**src/rtl/axi_ram_pkg.sv**
```systemverilog
// Shared types and constants for the AXI RAM slave: channel FSM states and
// the AXI response and burst encodings.
package axi_ram_pkg;

  typedef enum logic [1:0] {
    W_IDLE  = 2'd0,
    W_DATA  = 2'd1,
    W_DELAY = 2'd2,
    W_RESP  = 2'd3
  } w_state_e;

  typedef enum logic [1:0] {
    R_IDLE  = 2'd0,
    R_DELAY = 2'd1,
    R_DATA  = 2'd2
  } r_state_e;

  localparam int unsigned RESP_OKAY  = 0;
  localparam logic [1:0]  BURST_INCR = 2'b01;

endpackage

```
**src/rtl/axi_ram_mem.sv**
```systemverilog
// Byte-enabled word array with one strobed write port and one asynchronous
// read port. Synchronous reset clears every word.
module axi_ram_mem
  import axi_ram_pkg::*;
#(
  parameter int unsigned DATA_WIDTH    = 16,
  parameter int unsigned STROBE_WIDTH  = DATA_WIDTH / 8,
  parameter int unsigned MEM_ADDR_SIZE = 3
) (
  input  logic                     clk_i,
  input  logic                     rst_i,
  input  logic                     we_i,
  input  logic [MEM_ADDR_SIZE-1:0] waddr_i,
  input  logic [DATA_WIDTH-1:0]    wdata_i,
  input  logic [STROBE_WIDTH-1:0]  wstrb_i,
  input  logic [MEM_ADDR_SIZE-1:0] raddr_i,
  output logic [DATA_WIDTH-1:0]    rdata_o
);

  localparam int unsigned DEPTH = 1 << MEM_ADDR_SIZE;

  logic [DATA_WIDTH-1:0] mem_q [DEPTH];

  always_ff @(posedge clk_i) begin
    if (rst_i) begin
      for (int unsigned i = 0; i < DEPTH; i++) begin
        mem_q[i] <= '0;
      end
    end else if (we_i) begin
      for (int unsigned k = 0; k < STROBE_WIDTH; k++) begin
        if (wstrb_i[k]) begin
          mem_q[waddr_i][k*8 +: 8] <= wdata_i[k*8 +: 8];
        end
      end
    end
  end

  // Reads see the array before this cycle's write lands (old data on collision).
  assign rdata_o = mem_q[raddr_i];

endmodule

```
**src/rtl/axi_ram_slave.sv**
```systemverilog
// AXI4-style RAM slave: independent write (AW/W/B) and read (AR/R) FSMs in
// front of a byte-enabled word array. INCR bursts only; other burst types act as INCR.
module axi_ram_slave
  import axi_ram_pkg::*;
#(
  parameter int unsigned ID_WIDTH      = 4,
  parameter int unsigned ADDR_WIDTH    = 4,
  parameter int unsigned DATA_WIDTH    = 16,
  parameter int unsigned BRESP_WIDTH   = 3,
  parameter int unsigned WR_MEM_DELAY  = 0,
  parameter int unsigned RD_MEM_DELAY  = 0,
  parameter int unsigned STROBE_WIDTH  = DATA_WIDTH / 8,
  parameter int unsigned MEM_ADDR_SIZE = ADDR_WIDTH - $clog2(STROBE_WIDTH)
) (
  input  logic                    clk,
  input  logic                    rst_n,

  input  logic                    s_axi_awvalid,
  output logic                    s_axi_awready,
  input  logic [ID_WIDTH-1:0]     s_axi_awid,
  input  logic [ADDR_WIDTH-1:0]   s_axi_awaddr,
  input  logic [7:0]              s_axi_awlen,
  input  logic [2:0]              s_axi_awsize,
  input  logic [1:0]              s_axi_awburst,

  input  logic                    s_axi_wvalid,
  output logic                    s_axi_wready,
  input  logic [DATA_WIDTH-1:0]   s_axi_wdata,
  input  logic [STROBE_WIDTH-1:0] s_axi_wstrb,
  input  logic                    s_axi_wlast,

  output logic                    s_axi_bvalid,
  input  logic                    s_axi_bready,
  output logic [ID_WIDTH-1:0]     s_axi_bid,
  output logic [BRESP_WIDTH-1:0]  s_axi_bresp,

  input  logic                    s_axi_arvalid,
  output logic                    s_axi_arready,
  input  logic [ID_WIDTH-1:0]     s_axi_arid,
  input  logic [ADDR_WIDTH-1:0]   s_axi_araddr,
  input  logic [7:0]              s_axi_arlen,
  input  logic [2:0]              s_axi_arsize,
  input  logic [1:0]              s_axi_arburst,

  output logic                    s_axi_rvalid,
  input  logic                    s_axi_rready,
  output logic [ID_WIDTH-1:0]     s_axi_rid,
  output logic [DATA_WIDTH-1:0]   s_axi_rdata,
  output logic [BRESP_WIDTH-1:0]  s_axi_rresp,
  output logic                    s_axi_rlast
);

  localparam int unsigned LG = $clog2(STROBE_WIDTH);

  // Write channel state
  w_state_e              w_state_q, w_state_d;
  logic [ID_WIDTH-1:0]   awid_q, awid_d;
  logic [ADDR_WIDTH-1:0] waddr_q, waddr_d;
  logic [7:0]            awlen_q, awlen_d;
  logic [2:0]            awsize_q, awsize_d;
  logic [7:0]            wcnt_q, wcnt_d;
  logic [31:0]           wdly_q, wdly_d;
  logic                  mem_we;
  logic [ADDR_WIDTH-1:0] winc;

  // Read channel state
  r_state_e              r_state_q, r_state_d;
  logic [ID_WIDTH-1:0]   arid_q, arid_d;
  logic [ADDR_WIDTH-1:0] raddr_q, raddr_d;
  logic [7:0]            arlen_q, arlen_d;
  logic [2:0]            arsize_q, arsize_d;
  logic [7:0]            rcnt_q, rcnt_d;
  logic [31:0]           rdly_q, rdly_d;
  logic [DATA_WIDTH-1:0] rdata_q, rdata_d;
  logic                  rd_load;
  logic [ADDR_WIDTH-1:0] rinc;
  logic [ADDR_WIDTH-1:0] rd_addr;
  logic [DATA_WIDTH-1:0] mem_rdata;

  logic unused_ok;
  assign unused_ok = ^{s_axi_awburst == BURST_INCR, s_axi_arburst, s_axi_wlast};

  assign winc = ADDR_WIDTH'(1) << awsize_q;
  assign rinc = ADDR_WIDTH'(1) << arsize_q;

  axi_ram_mem #(
    .DATA_WIDTH   (DATA_WIDTH),
    .STROBE_WIDTH (STROBE_WIDTH),
    .MEM_ADDR_SIZE(MEM_ADDR_SIZE)
  ) u_mem (
    .clk_i  (clk),
    .rst_i  (rst_n),
    .we_i   (mem_we),
    .waddr_i(waddr_q[ADDR_WIDTH-1:LG]),
    .wdata_i(s_axi_wdata),
    .wstrb_i(s_axi_wstrb),
    .raddr_i(rd_addr[ADDR_WIDTH-1:LG]),
    .rdata_o(mem_rdata)
  );

  always_comb begin
    w_state_d     = w_state_q;
    awid_d        = awid_q;
    waddr_d       = waddr_q;
    awlen_d       = awlen_q;
    awsize_d      = awsize_q;
    wcnt_d        = wcnt_q;
    wdly_d        = wdly_q;
    mem_we        = 1'b0;
    s_axi_awready = 1'b0;
    s_axi_wready  = 1'b0;
    s_axi_bvalid  = 1'b0;
    case (w_state_q)
      W_IDLE: begin
        s_axi_awready = 1'b1;
        if (s_axi_awvalid) begin
          awid_d    = s_axi_awid;
          waddr_d   = s_axi_awaddr;
          awlen_d   = s_axi_awlen;
          awsize_d  = s_axi_awsize;
          wcnt_d    = '0;
          wdly_d    = '0;
          w_state_d = W_DATA;
        end
      end
      W_DATA: begin
        s_axi_wready = 1'b1;
        if (s_axi_wvalid) begin
          mem_we  = 1'b1;
          waddr_d = waddr_q + winc;
          wcnt_d  = wcnt_q + 8'd1;
          // Beat count alone ends the burst; wlast plays no part.
          if (wcnt_q == awlen_q) begin
            wdly_d    = '0;
            w_state_d = (WR_MEM_DELAY > 0) ? W_DELAY : W_RESP;
          end
        end
      end
      W_DELAY: begin
        wdly_d = wdly_q + 32'd1;
        if (wdly_q == 32'(WR_MEM_DELAY - 1)) begin
          w_state_d = W_RESP;
        end
      end
      W_RESP: begin
        s_axi_bvalid = 1'b1;
        if (s_axi_bready) begin
          w_state_d = W_IDLE;
        end
      end
      default: w_state_d = W_IDLE;
    endcase
  end

  assign s_axi_bid   = awid_q;
  assign s_axi_bresp = BRESP_WIDTH'(RESP_OKAY);

  always_comb begin
    r_state_d     = r_state_q;
    arid_d        = arid_q;
    raddr_d       = raddr_q;
    arlen_d       = arlen_q;
    arsize_d      = arsize_q;
    rcnt_d        = rcnt_q;
    rdly_d        = rdly_q;
    rd_load       = 1'b0;
    s_axi_arready = 1'b0;
    s_axi_rvalid  = 1'b0;
    case (r_state_q)
      R_IDLE: begin
        s_axi_arready = 1'b1;
        if (s_axi_arvalid) begin
          arid_d   = s_axi_arid;
          raddr_d  = s_axi_araddr;
          arlen_d  = s_axi_arlen;
          arsize_d = s_axi_arsize;
          rcnt_d   = '0;
          rdly_d   = '0;
          if (RD_MEM_DELAY > 0) begin
            r_state_d = R_DELAY;
          end else begin
            r_state_d = R_DATA;
            rd_load   = 1'b1;
          end
        end
      end
      R_DELAY: begin
        rdly_d = rdly_q + 32'd1;
        if (rdly_q == 32'(RD_MEM_DELAY - 1)) begin
          r_state_d = R_DATA;
          rd_load   = 1'b1;
        end
      end
      R_DATA: begin
        s_axi_rvalid = 1'b1;
        if (s_axi_rready) begin
          if (rcnt_q == arlen_q) begin
            r_state_d = R_IDLE;
          end else begin
            raddr_d = raddr_q + rinc;
            rcnt_d  = rcnt_q + 8'd1;
            rd_load = 1'b1;
          end
        end
      end
      default: r_state_d = R_IDLE;
    endcase
  end

  // Read address tracks whichever beat is about to be captured into rdata_q,
  // keeping the memory read path independent of the FSM decode.
  always_comb begin
    rd_addr = raddr_q;
    if (r_state_q == R_IDLE) begin
      rd_addr = s_axi_araddr;
    end else if (r_state_q == R_DATA) begin
      rd_addr = raddr_q + rinc;
    end
  end

  assign rdata_d = rd_load ? mem_rdata : rdata_q;

  assign s_axi_rid   = arid_q;
  assign s_axi_rdata = rdata_q;
  assign s_axi_rresp = BRESP_WIDTH'(RESP_OKAY);
  assign s_axi_rlast = (r_state_q == R_DATA) && (rcnt_q == arlen_q);

  always_ff @(posedge clk) begin
    if (rst_n) begin
      w_state_q <= W_IDLE;
      awid_q    <= '0;
      waddr_q   <= '0;
      awlen_q   <= '0;
      awsize_q  <= '0;
      wcnt_q    <= '0;
      wdly_q    <= '0;
      r_state_q <= R_IDLE;
      arid_q    <= '0;
      raddr_q   <= '0;
      arlen_q   <= '0;
      arsize_q  <= '0;
      rcnt_q    <= '0;
      rdly_q    <= '0;
      rdata_q   <= '0;
    end else begin
      w_state_q <= w_state_d;
      awid_q    <= awid_d;
      waddr_q   <= waddr_d;
      awlen_q   <= awlen_d;
      awsize_q  <= awsize_d;
      wcnt_q    <= wcnt_d;
      wdly_q    <= wdly_d;
      r_state_q <= r_state_d;
      arid_q    <= arid_d;
      raddr_q   <= raddr_d;
      arlen_q   <= arlen_d;
      arsize_q  <= arsize_d;
      rcnt_q    <= rcnt_d;
      rdly_q    <= rdly_d;
      rdata_q   <= rdata_d;
    end
  end

endmodule

```
**config.mk**
```make
export PLATFORM = sky130hd
export DESIGN_NAME = axi_ram_slave
export DESIGN_NICKNAME = d
export VERILOG_FILES = /design/src/rtl/axi_ram_pkg.sv /design/src/rtl/axi_ram_mem.sv /design/src/rtl/axi_ram_slave.sv
export SDC_FILE = /design/constraint.sdc
export NUM_CORES = 1
export LEC_CHECK = 0
export CAP_MARGIN = 10
export CORE_ASPECT_RATIO = 0.5
export CORE_MARGIN = 1
export CORE_UTILIZATION = 58
export DETAILED_ROUTE_END_ITERATION = 8
export PLACE_DENSITY = 0.79
export SETUP_SLACK_MARGIN = 0.15
export SYNTH_ARGS = -nofsm -noshare
export SYNTH_HDL_FRONTEND = slang
export SYNTH_SLANG_ARGS = --single-unit
```
**constraint.sdc**
```tcl
create_clock -name clk -period 3.1 [get_ports clk]
set_input_delay 0.62 -clock clk [delete_from_list [all_inputs] [get_ports clk]]
set_output_delay 0.62 -clock clk [all_outputs]
set_load 0.005 [all_outputs]
```
==> impl_metrics.py, run 1 <==
metrics = {
    "critical_path": {
        "required_ns": 3.45,
        "worstPathArrival_ns": 3.17,
        "r2r-start": "arsize_q[2]$_SDFFE_PP0P_",
        "start_kind": "flip-flop",
        "reg2reg_depth": 9,
        "crit_start": "arsize_q[2]$_SDFFE_PP0P_",
        "end_kind": "flip-flop",
        "setup.worst_path.end": "s_axi_rdata[8]$_SDFFE_PP0P_",
        "worstPathCellList": "nor3_1 > ha_1 > fa_1 > xor2_1 > mux2i_4 > clkbuf_16 > mux2_2 > o211ai_1 > a311oi_1",
        "critPathKind": "flip-flop to flip-flop",
        "slowest_stage": "dfxtp_1",
        "cpPeakStageDelay_ns": 0.40,
        "worstReg2RegEnd": "s_axi_rdata[8]$_SDFFE_PP0P_",
        "crit_fanout": 27,
        "ff2ff_setup_slack_ns": 0.28,
    },
    "placement": {
        "pre_cts_ws_ns": 0.266,
        "portBuffers": 92,
        "dp_hpwl_mm": 16.8,
        "dpl-instance-area_sq_um": 12300,
        "gp_congestion": 0.868,
    },
    "pwr": {
        "p_sw_uw": 2200,
        "ir_drop_uv": 483,
        "combPwrFrac_pct": 20.1,
        "seq_power_share_pct": 45.4,
        "leakage_uw": 0.00481,
        "cellPowerDensity_nw_per_um2": 607,
        "power.share.clock_pct": 34.5,
        "intPower_uw": 5740,
        "power.total_uw": 7940,
        "swShare_pct": 27.7,
    },
    "clock_network": {
        "cts_tree": "yes",
        "cts_hold_buf": 0,
        "cts_root_buf": "clkbuf_16",
        "cts.sinks": 233,
        "clkLatencyLatePin_ns": 0.50,
        "cts_max_level": 1,
        "postCtsSetupBuffers": 0,
        "cts_buffer_depth": 3,
        "clk_pin_slew_worst_paths_ns": 0.06,
        "cts-buffers-inserted": 21,
        "ctsResizeCount": 0,
    },
    "timing": {
        "rsz0062_at_grt": "no",
        "tns_ns": 0,
        "fin_skew_ns": 0.00875,
        "min_period_ns": 2.82,
        "slew_viol_final": 0,
        "worstMarginPinSlew_ns": 1.03,
        "fin_crit_sh_pct": 90.9,
        "relSlewSlack_pct": 31.2,
        "fmax_ghz": 0.355,
        "hold_viol_final": 0,
        "setup_viol": 0,
        "setup_ws_ns": 0.281,
    },
    "detailed_routing": {
        "via_per_inst": 5.79,
        "wl_per_cell_microns": 18.0,
        "drt_drc_violations_left": 0,
        "ant_nets": 0,
        "dr_total_vias": 8189,
        "drt-initial-drc-count": 511,
        "wl_mm": 25.4,
        "drt_pass1_iterations": 7,
    },
    "global_route": {
        "grt_pass1_vias": 8002,
        "grt_util_met2_pct": 43.7,
        "use_met1_pct": 36.3,
        "grt_max_degree": 65,
        "grt_pass1_wl_mm": 40.6,
        "grt_use_met3_pct": 4.78,
        "grt_overflow": 0,
        "antenna_found_initial": 0,
        "track_usage_pct": 26.4,
        "busiest_layer": "met2",
    },
    "floorplan": {
        "start_util_pct": 59.5,
        "dieArea_sq_um": 19600,
        "fp.dieW_microns": 197,
        "core-area_sq_um": 18500,
        "rows": 35,
        "die_h_microns": 99.5,
        "io_pins": 104,
    },
    "cells_and_area": {
        "n_fill_cell": 1337,
        "antennaDiodeCount": 0,
        "area_delta_synth_final_pct": 18.6,
        "final_nets": 1225,
        "drive_gt1_share_pct": 11.5,
        "final_util_pct": 70.6,
        "final_area_sq_um": 13100,
    },
    "status": {
        "status": "finished clean",
    },
    "yosys": {
        "yosysSeqAreaShare_pct": 53.9,
        "yosysUniqueCellTypes": 52,
        "yosysTopAreaCell": "edfxtp_1",
        "ys_top_cells_by_area": "edfxtp_1 35%, dfxtp_1 19%, and2_1 7.5%",
        "yosysTopAreaCellShare_pct": 34.9,
        "ys_warn_count": 0,
        "avgSynthCellArea_sq_um": 10.6,
        "synthesis.area_sq_um": 11000,
        "ys_seq_elements": 233,
        "netlist_instances": 1043,
    },
    "job": {
        "maxCapViolCount": 0,
    },
    "min_path": {
        "min_path_type": "flip-flop to flip-flop",
        "whs_path_depth": 2,
    },
}
## placed cells by master, fill, tap and decap left out, drive strengths merged, types with 4 or more instances in the layout
| master | n |
|---|---|
| nand4 | 19 |
| clkinv | 4 |
| a21oi | 62 |
| xor2 | 13 |
| a211oi | 8 |
| edfxtp | 128 |
| or2 | 18 |
| or4 | 10 |
| buf | 37 |
| dfxtp | 105 |
| and2 | 132 |
| a311oi | 17 |
| o31ai | 9 |
| o21ai | 13 |
| nor3 | 10 |
| nand3b | 4 |
| clkdlybuf4s50 | 91 |
| inv | 18 |
| clkbuf | 29 |
| o211ai | 33 |
| mux2 | 34 |
| or3 | 11 |
| mux2i | 41 |
| conb | 6 |
| nor2 | 78 |
| nor4 | 7 |
| nand2 | 85 |
| xnor2 | 32 |
| nor3b | 5 |
| ha | 14 |
| nand3 | 50 |
## cell usage after synthesis, drive strengths merged
cell and count:
a311oi 17, or4 10, a211oi 8, clkbuf 41, nor4 7, a22oi 2, a21o 2, or2b 1
a2111oi 3, and2 132, nand4 19, dfxtp 105, a22o 1, ha 14, xor2 13, a21oi 62
inv 17, o31ai 9, nand2b 2, o21bai 1, nor2 78, edfxtp 128, mux2i 41, nand4b 2
o21ai 13, and4 2, buf 18, a31oi 2, and3 3, o41ai 1, o211ai 33, nand3 50
fa 2, nor2b 3, nor3b 5, or3 11, mux2 34, or2 18, nand3b 4, nor3 10
o21a 1, conb 1, xnor2 32, nand2 85
## stage by stage
step           instances  hold WS [ns]
6_report            1414         0.454
5_1_grt             1414         0.478
4_1_cts             1413         0.457
3_5_place_dp        1376         0.447
3_3_place_gp        1376         0.442
2_1_floorplan       1048         0.450
## area by class of cell
cell class | count | area [sq um] | share of cell area [%]
clock buffers | 28 | 592 | 4.53
clock inverters | 9 | 125 | 0.957
inverters | 17 | 63.8 | 0.488
multi-input cells | 739 | 4800 | 36.7
flip-flops and latches | 233 | 5950 | 45.5
well taps | 259 | 324 | 2.48
repair buffers | 129 | 1230 | 9.39
## power by group through the flow
stage / clock network (uW) / logic, uW / registers (uW)
finish: 2740 / 1600 / 3600
global route: 2900 / 1750 / 3620
CTS: 2770 / 1590 / 3600
detailed placement: 0 / 1570 / 3670
global placement: 0 / 1530 / 3650
floorplan: 0 / 1030 / 3610
## layer usage
metal  up-vias  share of wire, %  wire (microns)
met5         -                 0               0
met4         0               1.5             391
met3        40               7.6            1940
met2       278                47           12000
met1      3941                43           11100
li1       3930                 -               -
## logic make-up (layout without fill, tap and decap cells)
logic type / Yosys count / after routing / synth area share, %
AO/OA/AOI/OAI: 155 / 155 / 9.19
XOR/XNOR: 45 / 45 / 3.71
adder cells (fa/ha/maj): 16 / 16 / 1.95
buffers and inverters: 76 / 183 / 2.94
flip-flops: 233 / 233 / 53.9
multiplexers: 75 / 75 / 7.19
other: 1 / 6 / 0.0340
AND/OR/NAND/NOR: 442 / 442 / 21.1
## state kept, by name, summed over array words and instances, names as in the netlist, 8 cells and up
| name | cells |
|---|---|
| wcnt_q | 8 |
| u_mem.mem_q | 128 |
| s_axi_rdata | 16 |
| awlen_q | 8 |
| arlen_q | 8 |
| wdly_q | 32 |
| rcnt_q | 8 |
## worst max-delay path: cells and delay by family (launching register included)
| family | cells | cell delay, ns |
|---|---|---|
| adder cells (fa/ha/maj) | 2 | 0.60 |
| multiplexers | 2 | 0.62 |
| buffers and inverters | 1 | 0.29 |
| AND/OR/NAND/NOR | 1 | 0.08 |
| AO/OA/AOI/OAI | 2 | 0.47 |
| XOR/XNOR | 1 | 0.19 |
| flip-flops | 1 | 0.40 |
## worst min-delay path by stage
stage | start | end | slack [ns]
3_5_place_dp | s_axi_bid[0]$_SDFFE_PP0P_ | s_axi_bid[0]$_SDFFE_PP0P_ | 0.45
5_1_grt | s_axi_bid[2]$_SDFFE_PP0P_ | s_axi_bid[2]$_SDFFE_PP0P_ | 0.48
6_report | s_axi_bid[0]$_SDFFE_PP0P_ | s_axi_bid[0]$_SDFFE_PP0P_ | 0.45
4_1_cts | s_axi_bid[0]$_SDFFE_PP0P_ | s_axi_bid[0]$_SDFFE_PP0P_ | 0.46
2_1_floorplan | arlen_q[0]$_SDFFE_PP0P_ | arlen_q[0]$_SDFFE_PP0P_ | 0.45
3_3_place_gp | s_axi_bid[0]$_SDFFE_PP0P_ | s_axi_bid[0]$_SDFFE_PP0P_ | 0.44
Power figures use the tool's default switching activity.
==> run 2: changes to the inputs <==
Settings changed: SETUP_SLACK_MARGIN 0.15 to not set.
==> impl_metrics.py, run 2 (synthesis gave the netlist of run 1 again) <==
metrics = {
    "global_route": {
        "grt_pass1_wl_mm": 40.6,
        "antenna_found_initial": 0,
        "grt_overflow": 0,
        "grt_max_degree": 65,
        "grt_pass1_vias": 8002,
        "track_usage_pct": 26.4,
    },
    "job": {
        "maxCapViolCount": 0,
    },
    "floorplan": {
        "rows": 35,
        "dieArea_sq_um": 19600,
        "die_h_microns": 99.5,
        "io_pins": 104,
        "core-area_sq_um": 18500,
        "fp.dieW_microns": 197,
        "start_util_pct": 59.5,
    },
    "min_path": {
        "min_path_type": "flip-flop to flip-flop",
        "whs_path_depth": 2,
    },
    "critical_path": {
        "cpPeakStageDelay_ns": 0.40,
        "crit_fanout": 54,
        "crit_family": "adder cells",
        "start_kind": "flip-flop",
        "required_ns": 3.45,
        "critPathKind": "flip-flop to flip-flop",
        "timing.critical_path.buf_inv": 1,
        "worstPathArrival_ns": 3.22,
        "cp.depth": 9,
        "worstPathCellList": "nor3_1 > ha_1 > fa_1 > xor2_1 > mux2i_4 > buf_12 > mux2_2 > o211ai_1 > a311oi_1",
        "end_kind": "flip-flop",
        "reg2reg_depth": 9,
        "slowest_stage": "dfxtp_1",
        "ff2ff_setup_slack_ns": 0.23,
    },
    "cells_and_area": {
        "layout_commonest_cell": "and2_1",
        "multi_input_area_sq_um": 4800,
        "most-common-layout-cells": "132 x and2_1, 128 x edfxtp_1, 105 x dfxtp_1, 91 x clkdlybuf4s50_1, 85 x nand2_1",
        "drive_gt1_share_pct": 11.4,
        "final_util_pct": 70.5,
        "n_fill_cell": 1337,
        "antennaDiodeCount": 0,
        "top_register": "u_mem.mem_q",
        "largest_reg_flops": 128,
        "area_delta_synth_final_pct": 18.4,
        "ff_latch_area_sq_um": 5950,
        "final_area_sq_um": 13100,
        "final_nets": 1224,
    },
    "clock_network": {
        "ctsResizeCount": 0,
        "clk_pin_slew_worst_paths_ns": 0.06,
        "cts_tree": "yes",
        "clkLatencyLatePin_ns": 0.50,
        "cts_buffer_depth": 3,
        "cts-buffers-inserted": 21,
        "postCtsSetupBuffers": 0,
        "cts.sinks": 233,
        "cts_max_level": 1,
        "cts_hold_buf": 0,
        "cts_root_buf": "clkbuf_16",
    },
    "timing": {
        "tns_ns": 0,
        "relSlewSlack_pct": 30.9,
        "rsz0062_at_grt": "no",
        "timing.hold.ws_ns": 0.454,
        "setup_viol": 0,
        "min_period_ns": 2.87,
        "fin_crit_sh_pct": 92.6,
        "slew_viol_final": 0,
        "fin_skew_ns": 0.00983,
        "hold_viol_final": 0,
        "worstMarginPinSlew_ns": 1.03,
        "fmax_ghz": 0.349,
    },
    "pwr": {
        "leakage_uw": 0.00480,
        "intPower_uw": 5730,
        "ir_drop_uv": 484,
        "cellPowerDensity_nw_per_um2": 608,
        "power.share.clock_pct": 34.6,
        "seq_power_share_pct": 45.4,
        "swShare_pct": 27.8,
        "combPwrFrac_pct": 20.1,
        "p_sw_uw": 2210,
        "power.total_uw": 7940,
    },
    "detailed_routing": {
        "drt_drc_violations_left": 0,
        "wl_mm": 25.3,
        "wl_per_cell_microns": 17.9,
        "drt_pass1_iterations": 5,
        "dr_total_vias": 8200,
        "ant_nets": 0,
        "drt-initial-drc-count": 506,
        "via_per_inst": 5.80,
    },
    "placement": {
        "portBuffers": 92,
        "dpl-instance-area_sq_um": 12300,
        "dp_hpwl_mm": 16.8,
        "gp_congestion": 0.868,
    },
    "status": {
        "status": "finished clean",
    },
}
==> run 2: changes by cell type in the layout (fill, tap and decap cells not counted) <==
| cell | change |
|---|---|
| buf_6 | -1 |
| buf_12 | +1 |
| clkbuf_16 | -1 |
==> run 2: final cells by class <==
cell class	count	area share, %
Sequential cell	233	45.5
Clock inverter	9	0.958
Multi-Input combinational cell	739	36.7
Timing Repair Buffer	128	9.27
Tap cell	259	2.48
Inverter	17	0.489
Clock buffer	28	4.53
==> run 2: final timing paths <==
check / startpoint / end
min reg2reg: s_axi_bid[0]$_SDFFE_PP0P_ / s_axi_bid[0]$_SDFFE_PP0P_
min: s_axi_bid[0]$_SDFFE_PP0P_ / s_axi_bid[0]$_SDFFE_PP0P_
max reg2reg: arsize_q[2]$_SDFFE_PP0P_ / s_axi_rdata[8]$_SDFFE_PP0P_
max: arsize_q[2]$_SDFFE_PP0P_ / s_axi_rdata[8]$_SDFFE_PP0P_
==> run 2: power groups by stage <==
stage          clock network, uW  registers (uW)  logic, uW
2_1_floorplan                  0            3610       1030
3_3_place_gp                   0            3650       1530
3_5_place_dp                   0            3670       1570
4_1_cts                     2770            3600       1590
5_1_grt                     2900            3620       1740
6_report                    2750            3600       1590
==> run 2: layer usage <==
metal | vias to the layer above | GRT usage (%) | wire length [microns]
met5 | - | 0 | 0
met3 | 43 | 4.78 | 1900
met1 | 3948 | 36.3 | 11100
met4 | 0 | 6.14 | 405
li1 | 3925 | - | -
met2 | 284 | 43.7 | 11900
==> run 2: worst min-delay path, cell delays in order, from the launching register on <==
cell,delay [ns]
dfxtp_1,0.31
nand2_1,0.05
a21oi_1,0.05
==> run 2: per-stage QoR <==
step / cells / setup WS (ns)
final: 1413 / 0.231
after global routing: 1413 / 0.123
after CTS: 1413 / 0.272
after detailed placement: 1376 / 0.266
after global placement: 1376 / 0.290
after floorplan: 1048 / 0.504
